===== src/rtl/pwm_fade_ctrl_pkg.sv =====
// rtl/pwm_fade_ctrl_pkg.sv - shared types and duty clamp helper for the fade engine
package pwm_pkg;

   typedef enum logic {FADE_IDLE = 1'b0, FADE_RAMP = 1'b1} fade_state_t;

   // Saturates a requested duty to 2**r (100% duty at resolution r).
   function automatic logic [31:0] clamp_duty(input logic [31:0] val, input int unsigned r);
      logic [31:0] full;
      full = 32'd1 << r;
      return (val > full) ? full : val;
   endfunction

endpackage


===== src/rtl/pwm_fade_ctrl_if.sv =====
// rtl/pwm_fade_ctrl_if.sv - target-duty offer bundle between command decoder and fade engine
interface pwm_fade_ctrl_if #(
   parameter int R      = 8,
   parameter int STEP_W = 16
);
   logic [R:0]        tgt_duty;
   logic              tgt_valid;
   logic              tgt_ready;
   logic [STEP_W-1:0] step_dvsr;
   logic [R-1:0]      step_size;

   modport master (output tgt_duty, tgt_valid, step_dvsr, step_size, input tgt_ready);
   modport slave  (input tgt_duty, tgt_valid, step_dvsr, step_size, output tgt_ready);
endinterface


===== src/rtl/pwm_fade_ctrl_prescaler.sv =====
// rtl/pwm_fade_ctrl_prescaler.sv - per-step clock divider; tick on the last count of each period
module fade_prescaler #(
   parameter int STEP_W = 16
) (
   input  logic              clk,
   input  logic              rst_n,
   input  logic              clr,
   input  logic              en,
   input  logic [STEP_W-1:0] dvsr,
   output logic              tick
);
   logic [STEP_W-1:0] cnt;

   assign tick = en & (cnt == dvsr);

   always_ff @(posedge clk or negedge rst_n) begin
      if (!rst_n) begin
         cnt <= '0;
      end else if (clr) begin
         cnt <= '0;
      end else if (en) begin
         cnt <= (cnt == dvsr) ? '0 : cnt + 1'b1;
      end
   end
endmodule


===== src/rtl/pwm_fade_ctrl.sv =====
// rtl/pwm_fade_ctrl.sv - duty ramp engine; PWM_FADE_BREATHE_EN adds the breathe auto-cycling port
module pwm_fade_ctrl
   import pwm_pkg::*;
#(
   parameter int R      = 8,
   parameter int STEP_W = 16
) (
   input  logic          clk,
   input  logic          rst_n,
   pwm_fade_ctrl_if.slave tgt,
`ifdef PWM_FADE_BREATHE_EN
   input  logic          breathe,
`endif
   output logic [R:0]    duty_out,
   output logic          busy,
   output logic          done
);
   localparam int W = R + 2;
   localparam int D = R + 1;
   localparam logic [0:0] ST_IDLE = 1'(FADE_IDLE);
   localparam logic [0:0] ST_RAMP = 1'(FADE_RAMP);

   logic [0:0]        state;
   logic [R:0]        target_q;
   logic [STEP_W-1:0] dvsr_q;
   logic [R-1:0]      size_q;
   logic              transfer, auto_start, tick;
   logic [R:0]        req_clamped;
   logic [W-1:0]      duty_w, tgt_w, step_w, diff_w, up_w, dn_w;

   assign tgt.tgt_ready = (state == ST_IDLE);
   assign busy          = (state == ST_RAMP);
   assign transfer      = tgt.tgt_valid & tgt.tgt_ready;
   assign req_clamped   = D'(clamp_duty(32'(tgt.tgt_duty), R));

`ifdef PWM_FADE_BREATHE_EN
   logic [R:0] peak_q, auto_tgt;
   // Bounce between the last handshaken peak and zero while breathe is held.
   assign auto_tgt   = (duty_out == peak_q) ? '0 : peak_q;
   assign auto_start = (state == ST_IDLE) & breathe & ~tgt.tgt_valid & (auto_tgt != duty_out);
`else
   assign auto_start = 1'b0;
`endif

   // Extra headroom bit keeps up/down steps from wrapping past 0 or 2**R.
   assign duty_w = W'(duty_out);
   assign tgt_w  = W'(target_q);
   assign step_w = W'(size_q);
   assign diff_w = (tgt_w >= duty_w) ? (tgt_w - duty_w) : (duty_w - tgt_w);
   assign up_w   = duty_w + step_w;
   assign dn_w   = duty_w - step_w;

   fade_prescaler #(.STEP_W(STEP_W)) u_prescaler (
      .clk   (clk),
      .rst_n (rst_n),
      .clr   (transfer | auto_start),
      .en    (state == ST_RAMP),
      .dvsr  (dvsr_q),
      .tick  (tick)
   );

   always_ff @(posedge clk or negedge rst_n) begin
      if (!rst_n) begin
         state    <= ST_IDLE;
         duty_out <= '0;
         done     <= 1'b0;
         target_q <= '0;
         dvsr_q   <= '0;
         size_q   <= '0;
`ifdef PWM_FADE_BREATHE_EN
         peak_q   <= '0;
`endif
      end else begin
         done <= 1'b0;
         case (state)
            ST_IDLE: begin
               if (transfer) begin
                  target_q <= req_clamped;
                  dvsr_q   <= tgt.step_dvsr;
                  size_q   <= (tgt.step_size == '0) ? R'(1) : tgt.step_size;
`ifdef PWM_FADE_BREATHE_EN
                  peak_q   <= req_clamped;
`endif
                  if (req_clamped == duty_out) done  <= 1'b1;
                  else                         state <= ST_RAMP;
               end
`ifdef PWM_FADE_BREATHE_EN
               else if (auto_start) begin
                  target_q <= auto_tgt;
                  state    <= ST_RAMP;
               end
`endif
            end
            default: begin
               if (tick) begin
                  if (diff_w <= step_w) begin
                     duty_out <= target_q;
                     done     <= 1'b1;
                     state    <= ST_IDLE;
                  end else begin
                     duty_out <= (tgt_w > duty_w) ? D'(up_w) : D'(dn_w);
                  end
               end
            end
         endcase
      end
   end
endmodule


===== src/flat_wrapper.sv =====
// flat-port wrapper written by rule: the top's interface ports become plain ports
module pwm_fade_ctrl_flat import pwm_pkg::*;
#(
   parameter int R      = 8,
   parameter int STEP_W = 16
)
  (clk, rst_n, duty_out, busy, done, tgt_tgt_duty, tgt_tgt_valid, tgt_step_dvsr, tgt_step_size, tgt_tgt_ready);
  pwm_fade_ctrl_if #(.R(R), .STEP_W(STEP_W)) tgt_i ();
  input  logic clk;
  input  logic rst_n;
  output logic [R:0] duty_out;
  output logic busy;
  output logic done;
  input wire logic [$bits(tgt_i.tgt_duty)-1:0] tgt_tgt_duty;
  input wire logic [$bits(tgt_i.tgt_valid)-1:0] tgt_tgt_valid;
  input wire logic [$bits(tgt_i.step_dvsr)-1:0] tgt_step_dvsr;
  input wire logic [$bits(tgt_i.step_size)-1:0] tgt_step_size;
  output wire logic [$bits(tgt_i.tgt_ready)-1:0] tgt_tgt_ready;
  assign tgt_i.tgt_duty = tgt_tgt_duty;
  assign tgt_i.tgt_valid = tgt_tgt_valid;
  assign tgt_i.step_dvsr = tgt_step_dvsr;
  assign tgt_i.step_size = tgt_step_size;
  assign tgt_tgt_ready = tgt_i.tgt_ready;
  pwm_fade_ctrl #(.R(R), .STEP_W(STEP_W)) u_core (.clk(clk), .rst_n(rst_n), .tgt(tgt_i), .duty_out(duty_out), .busy(busy), .done(done));
endmodule

===== config.mk =====
export PLATFORM = sky130hd
export DESIGN_NAME = pwm_fade_ctrl_flat
export DESIGN_NICKNAME = d
export VERILOG_FILES = /design/src/rtl/pwm_fade_ctrl_pkg.sv /design/src/rtl/pwm_fade_ctrl_if.sv /design/src/rtl/pwm_fade_ctrl_prescaler.sv /design/src/rtl/pwm_fade_ctrl.sv /design/src/flat_wrapper.sv
export SDC_FILE = /design/constraint.sdc
export NUM_CORES = 1
export LEC_CHECK = 0
export CAP_MARGIN = 40
export CORE_MARGIN = 8
export CORE_UTILIZATION = 55
export CTS_BUF_LIST = sky130_fd_sc_hd__clkbuf_4 sky130_fd_sc_hd__clkbuf_8
export CTS_CLUSTER_SIZE = 40
export DETAILED_ROUTE_END_ITERATION = 8
export GPL_TIMING_DRIVEN = 0
export PLACE_DENSITY = 0.88
export SLEW_MARGIN = 30
export SYNTH_ARGS = -nofsm -noshare
export SYNTH_HDL_FRONTEND = slang
export SYNTH_HIERARCHICAL = 1
export SYNTH_SLANG_ARGS = --single-unit

===== constraint.sdc =====
create_clock -name clk -period 10.8 [get_ports clk]
set_input_delay 1.62 -clock clk [delete_from_list [all_inputs] [get_ports clk]]
set_output_delay 1.62 -clock clk [all_outputs]
set_load 0.03 [all_outputs]

==> metrics, run 1 <==
Synth Flop Type dfrtp_1; initial antenna violation count 0; total wire length 13,300 um; Critical Path RT 11,050 ps; post-synth cell types 73; clock tree buffer depth 2; Post-Syn Area 0.00463 mm^2; Boundary Pins 48; # rows 33; Reg power frac 20.4%; # Max-Cap Violations 0; Initial Util 56.7%; Leak 2.45 nW; via count normalized by instance count about 6.2; Placeable Area 0.00818 mm^2; layout cell share with drive strength beyond 1 9.27%; largest family of logic cells by synthesized area simple AND/OR/NAND/NOR gates; gp weighted congestion 0.940; Syn Area/Cell ~9 um^2; dpl cell area 0.00526 mm^2; commonest non-fill, non-tap cell in the layout nand2_1; Final Critical Period 4830 ps; post-route clock period utilization 44.8%; compound-cell area share of the yosys netlist 18.5%; H-tree Lvls 3; commonest non-fill, non-tap cells in the layout nand2_1, dfrtp_1, clkdlybuf4s50_1; Worst-path clk slew roughly 70 ps; DR vias roughly 4,300; Seq/Total Area, Yosys 32.4%; Reg area 0.00150 mm^2; Overflow after GRT 0; mux share of post-synthesis cell area between 2 and 2.5%; CTS root buffer clkbuf_8; Final Core Density 66.5%; Synth Area in Adders between 10% and 20%; worst vdd ir 172 uV; CTS-repair resized insts 0; Switch Pwr 0.000952 W; Die W 108 um; Final HPWL DP 10,100 um; crit path DAT 5080 ps; Clock Sinks 60; fillcell total ~640; syn nets 605; number of hold buffers added after CTS 0; simple-gate share of the synthesized area 20.6%; antenna-violating nets left 0; Setup Crit Path Kind reg2reg; CP max FO 10; Final Setup Violations 0; GRT Overall Usage around a quarter; Synth warnings 6; worst-margin pin slew 696 ps; clock share of power 9.7%; FFs w/ async S/R, synth 100%; pwr/cell area roughly 340 mW/mm^2; CTS Buf Count 9; post-synthesis instance total 530; Gate power share between 60 and 70%; Critical Path Sink Type flop; nets approximately 660; die height 108 um; Design Area, Final 0.00544 mm^2; Final Hold Vio Count 0; Multi-input gate area 0.00287 mm^2; CTS tree done; total internal power 0.000920 W; post-CTS setup buffers 0; Slew Viols, Final 0; setup_tns 0 ps; Sw Share 50.9%; PortBufs 46; unrepaired setup endpoints after global routing false; Yosys reg bits 60; number of diodes 0; initial DRC count ~380; largest net degree at the start of global routing 53; WL/cell 19.1 um; Slew HR 53.0%; Post-route DRC 0; Final Skew 14.7 ps; worst min-delay path class reg2reg; startpoint types flop; first-pass iteration count of the detailed router 7; Layout area overhead 17.3%; number of synthesized flops with an enable pin 0; first-pass GRT wire length 21,700 um; worst-skew pair later-pin latency between 300 and 400 ps; Die ar. ~0.012 mm^2; Fmax 207 MHz; XOR/XNOR Fraction of Synth Area about a tenth; via count of the first global-routing pass between 4,000 and 5,000; status completed
-- state kept, by name, indices dropped and copies added, names as in the netlist --
name                    flops
u_core/target_q             9
u_core/duty_out             9
u_core/size_q               8
u_core/done                 1
u_core/busy                 1
u_core/u_prescaler/cnt     16
u_core/dvsr_q              16
-- through the flow --
stage / std cells / setup WS [ps] / total power, W / hold slack, ps
floorplan: 530 / 6260 / 0.00131 / 465
global placement: 681 / 5740 / 0.00156 / 480
global route: 698 / 5690 / 0.00201 / 529
CTS: 697 / 5910 / 0.00184 / 501
finish: 698 / 5970 / 0.00187 / 499
detailed placement: 682 / 5940 / 0.00164 / 483
-- Yosys cell counts (2+ instances only) --
cell | number | area share (%)
fa_1 | 3 | 1.3
dfrtp_1 | 60 | 32
xor2_1 | 26 | 4.9
and4_1 | 3 | 0.57
o21bai_1 | 3 | 0.49
nand3_1 | 19 | 2.1
nand2b_1 | 3 | 0.41
a31oi_1 | 13 | 1.8
o31ai_1 | 11 | 1.8
nor4_2 | 4 | 1.1
nor4b_1 | 2 | 0.38
nand3b_1 | 3 | 0.49
o32ai_1 | 2 | 0.38
o21a_1 | 2 | 0.32
a22oi_1 | 3 | 0.49
mux2i_1 | 9 | 1.9
buf_6 | 2 | 0.49
nand4_1 | 12 | 1.6
nor3_1 | 8 | 0.86
nor2_2 | 10 | 1.3
nand2_1 | 80 | 6.5
a21oi_1 | 21 | 2.3
and2_1 | 2 | 0.27
xnor2_1 | 25 | 4.7
ha_1 | 36 | 9.7
and3_1 | 2 | 0.27
inv_1 | 38 | 3.1
buf_2 | 6 | 0.65
nor4_1 | 3 | 0.41
nor2b_1 | 4 | 0.54
o21ai_0 | 28 | 3.0
clkbuf_1 | 9 | 0.73
a41oi_1 | 2 | 0.38
nor2_1 | 30 | 2.4
a211oi_1 | 4 | 0.65
a21o_1 | 5 | 0.81
-- metal layers --
| metal | global-route usage, % | share of wire (%) | wire length (um) | vias up |
|---|---|---|---|---|
| met5 | 0 | 0 | 0 | - |
| met4 | 9.12 | 2.8 | 370 | 0 |
| met3 | 5.99 | 9.6 | 1270 | 36 |
| met2 | 37.8 | 48 | 6340 | 228 |
| met1 | 29.5 | 40 | 5340 | 2073 |
| li1 | - | - | - | 1985 |
-- area by class of cell --
class | count | area share (%)
buffer | 20 | 2.16
inverter | 39 | 2.69
sequential | 60 | 27.6
clock inverter | 4 | 0.460
multi-input combinational | 411 | 52.9
clock buffer | 11 | 2.78
tap | 105 | 2.42
timing repair buffer | 48 | 9.02
-- logic make-up after synthesis --
group	after synthesis
and+or+nand+nor	193
AOI/OAI and AO/OA	118
DFF	60
buffers and inverters	59
xor gates and xnor gates	51
adders and majority gates	39
muxes	10
-- worst paths after layout --
kind,startpoint,to,slack [ps],cells after the start
max reg2reg,u_core/duty_out[1]$_DFFE_PN0P_,u_core/duty_out[5]$_DFFE_PN0P_,5970,17
max,u_core/duty_out[1]$_DFFE_PN0P_,u_core/duty_out[5]$_DFFE_PN0P_,5970,17
max in group asynchronous,rst_n,u_core/size_q[4]$_DFFE_PN0P_,9220,2
min,u_core/dvsr_q[15]$_DFFE_PN0P_,u_core/dvsr_q[15]$_DFFE_PN0P_,500,2
min reg2reg,u_core/dvsr_q[15]$_DFFE_PN0P_,u_core/dvsr_q[15]$_DFFE_PN0P_,500,2
min in group asynchronous,rst_n,u_core/dvsr_q[2]$_DFFE_PN0P_,1090,1
-- power groups by stage --
stage / registers, W / logic (W) / clock network (W)
after floorplan: 0.000367 / 0.000943 / 0
after global placement: 0.000375 / 0.00118 / 0
after detailed placement: 0.000380 / 0.00126 / 0
after CTS: 0.000378 / 0.00127 / 0.000184
after global routing: 0.000389 / 0.00143 / 0.000193
final: 0.000381 / 0.00131 / 0.000181
-- critical path: stages, from the launching register on --
cell and delay [ps]:
dfrtp_1 640, inv_1 250, fa_1 480, a21o_1 220, a2111oi_4 360, o21ai_2 130, buf_2 230, a211oi_1 250
o31ai_1 120, a31oi_1 210, xnor2_1 190, ha_1 310, and2_1 200, o22ai_1 220, o31a_1 190, clkbuf_1 360
nand4_1 150, a31oi_1 220
Power figures use the tool's default switching activity.
==> run 2: changes to the inputs <==
- clock period: 10.8 -> 5 ns (I/O delays scaled with it)
==> run 2 against run 1 <==
Net effect: clock power grew 120%; maximum frequency grew 2.3%; worst setup slack lost 5700 ps; cell area is essentially flat; utilization is essentially flat; die area is the same; largest cell class unchanged; register-to-register slack lost 5700 ps; worst hold slack lost 280 ps; clock skew shrank 3.7 ps.
==> metrics, run 2 (synthesized netlist as in run 1, its figures left out) <==
status completed; crit-path max cell delay 540 ps; DR vias between 4,000 and 5,000; CTS Buf Count 9; Design Area, Final 0.00544 mm^2; worst r2r path cells 19; Critical Path Sink Type flop; Leak 2.45 nW; Clock Sinks 60; # rows 33; Boundary Pins 48; Die ar. 0.0116 mm^2; Final Hold Vio Count 0; initial DRC count 403; layout cell share with drive strength beyond 1 under 10%; commonest non-fill, non-tap cells in the layout nand2_1, dfrtp_1, clkdlybuf4s50_1; Slew HR 53.4%; Crit path top cell by count buf_2; RR Startpoint u_core/duty_out[3]$_DFFE_PN0P_; Placeable Area 0.00818 mm^2; unrepaired setup endpoints after global routing false; Largest regs u_core/dvsr_q (16), u_core/u_prescaler/cnt (16); CP max FO 10; Slew Viols, Final 0; antenna-violating nets left 0; worst min-delay path class in2async; largest delay contributor family on the critical path compound AO/OA/AOI/OAI gates; Worst-path clk slew 70 ps; total wire length 13,400 um; CTS tree done; number of diodes 0; post-route clock period utilization 94.5%; Slowest cell on crit path dfrtp_1; crit path to u_core/duty_out[8]$_DFFE_PN0P_; Overflow after GRT 0; # Max-Cap Violations 0; worst vdd ir 368 uV; Fmax 212 MHz; Critical Path RT 5220 ps; Post-route DRC 0; worst path buffer plus inverter count 4; Final Setup Violations 0; Final HPWL DP 10,100 um; first-pass GRT wire length 21,700 um; cell depth of the worst setup path 19; Layout area overhead 17.3%; via count normalized by instance count 6.17; commonest non-fill, non-tap cell in the layout nand2_1; WL/cell 19.2 um; worst-margin pin slew 690 ps; via count of the first global-routing pass 4,350; PortBufs 46; GRT Overall Usage around a quarter; initial antenna violation count 0; nets between 600 and 700; gp weighted congestion ~0.94; crit path from u_core/duty_out[3]$_DFFE_PN0P_; Final Critical Period 4730 ps; largest net degree at the start of global routing 53; worst-skew pair later-pin latency 350 ps; worst reg-to-reg setup slack 270 ps; pwr/cell area about 740 mW/mm^2; Initial Util 56.7%; startpoint types flop; dpl cell area between 0.005 and 0.006 mm^2; first-pass iteration count of the detailed router 5; crit path DAT 4940 ps; die height 108 um; Die W 108 um; critical-path cell list inv_1 > ha_1 > buf_2 > and4_1 > a2111oi_4 > o21ai_2 > buf_2 > a211oi_1 > o31ai_1 > a31oi_1 > xnor2_1 > ha_1 > nand4_1 > nor2_1 > o31ai_2 > buf_2 > nor3_1 > a32oi_1 > nand3b_1; CTS root buffer clkbuf_8; Setup Crit Path Kind reg2reg; Final Skew 10.9 ps; setup_tns 0 ps; H-tree Lvls 3; clock tree buffer depth 2; hold_ws 221 ps; RR Endpoint u_core/duty_out[8]$_DFFE_PN0P_
## run 2: cell count changes in the layout (fill, tap and decap cells not counted), sizes merged
cell    before  now
clkbuf      20   19
## run 2: cell type report
| cell class | instances | area [um^2] |
|---|---|---|
| Timing Repair Buffer | 48 | 490 |
| Fill cell | 645 | 2740 |
| Clock inverter | 4 | 25.0 |
| Buffer | 19 | 114 |
| Clock buffer | 11 | 151 |
| Inverter | 39 | 146 |
| Sequential cell | 60 | 1500 |
| Multi-Input combinational cell | 411 | 2870 |
| Tap cell | 105 | 131 |
## run 2: worst min path at each step
| stage | startpoint | to | slack (ps) | depth (start not counted) |
|---|---|---|---|---|
| after floorplan | rst_n | u_core/busy$_DFF_PN0_ | 450 | 0 |
| after global placement | u_core/dvsr_q[6]$_DFFE_PN0P_ | u_core/dvsr_q[6]$_DFFE_PN0P_ | 480 | 2 |
| after detailed placement | u_core/dvsr_q[15]$_DFFE_PN0P_ | u_core/dvsr_q[15]$_DFFE_PN0P_ | 480 | 2 |
| after CTS | rst_n | u_core/dvsr_q[2]$_DFFE_PN0P_ | 220 | 1 |
| after global routing | rst_n | u_core/target_q[3]$_DFFE_PN0P_ | 220 | 1 |
| final | rst_n | u_core/u_prescaler/cnt[0]$_DFFE_PN0P_ | 220 | 1 |
## run 2: timing repair
action,4_1_cts,5_1_grt
setup buffers,0,0
endpoints found under the setup margin,0,9
gates resized for setup,0,1
hold buffers,0,0
## run 2: metrics by stage
stage	power (W)	utilization [%]	cells	setup slack (ps)
finish	0.00404	66.5	697	275
global route	0.00432	66.5	697	45.9
CTS	0.00397	66.5	697	107
detailed placement	0.00354	64.3	682	140
global placement	0.00336	63.9	681	-60.5
floorplan	0.00283	-	530	460
## run 2: routing by layer
layer	global-route usage, %	vias to the layer above	share of wire [%]
met1	29.5	2069	41
met5	0	-	0
met4	9.12	0	2.8
li1	-	1984	-
met3	5.99	37	9.0
met2	37.8	211	47
## run 2: power breakdown
| group | switching (W) | internal (W) | total, W |
|---|---|---|---|
| registers | 0.000190 | 0.000636 | 0.000826 |
| logic | 0.00168 | 0.00114 | 0.00282 |
| clock network | 0.000190 | 0.000202 | 0.000391 |
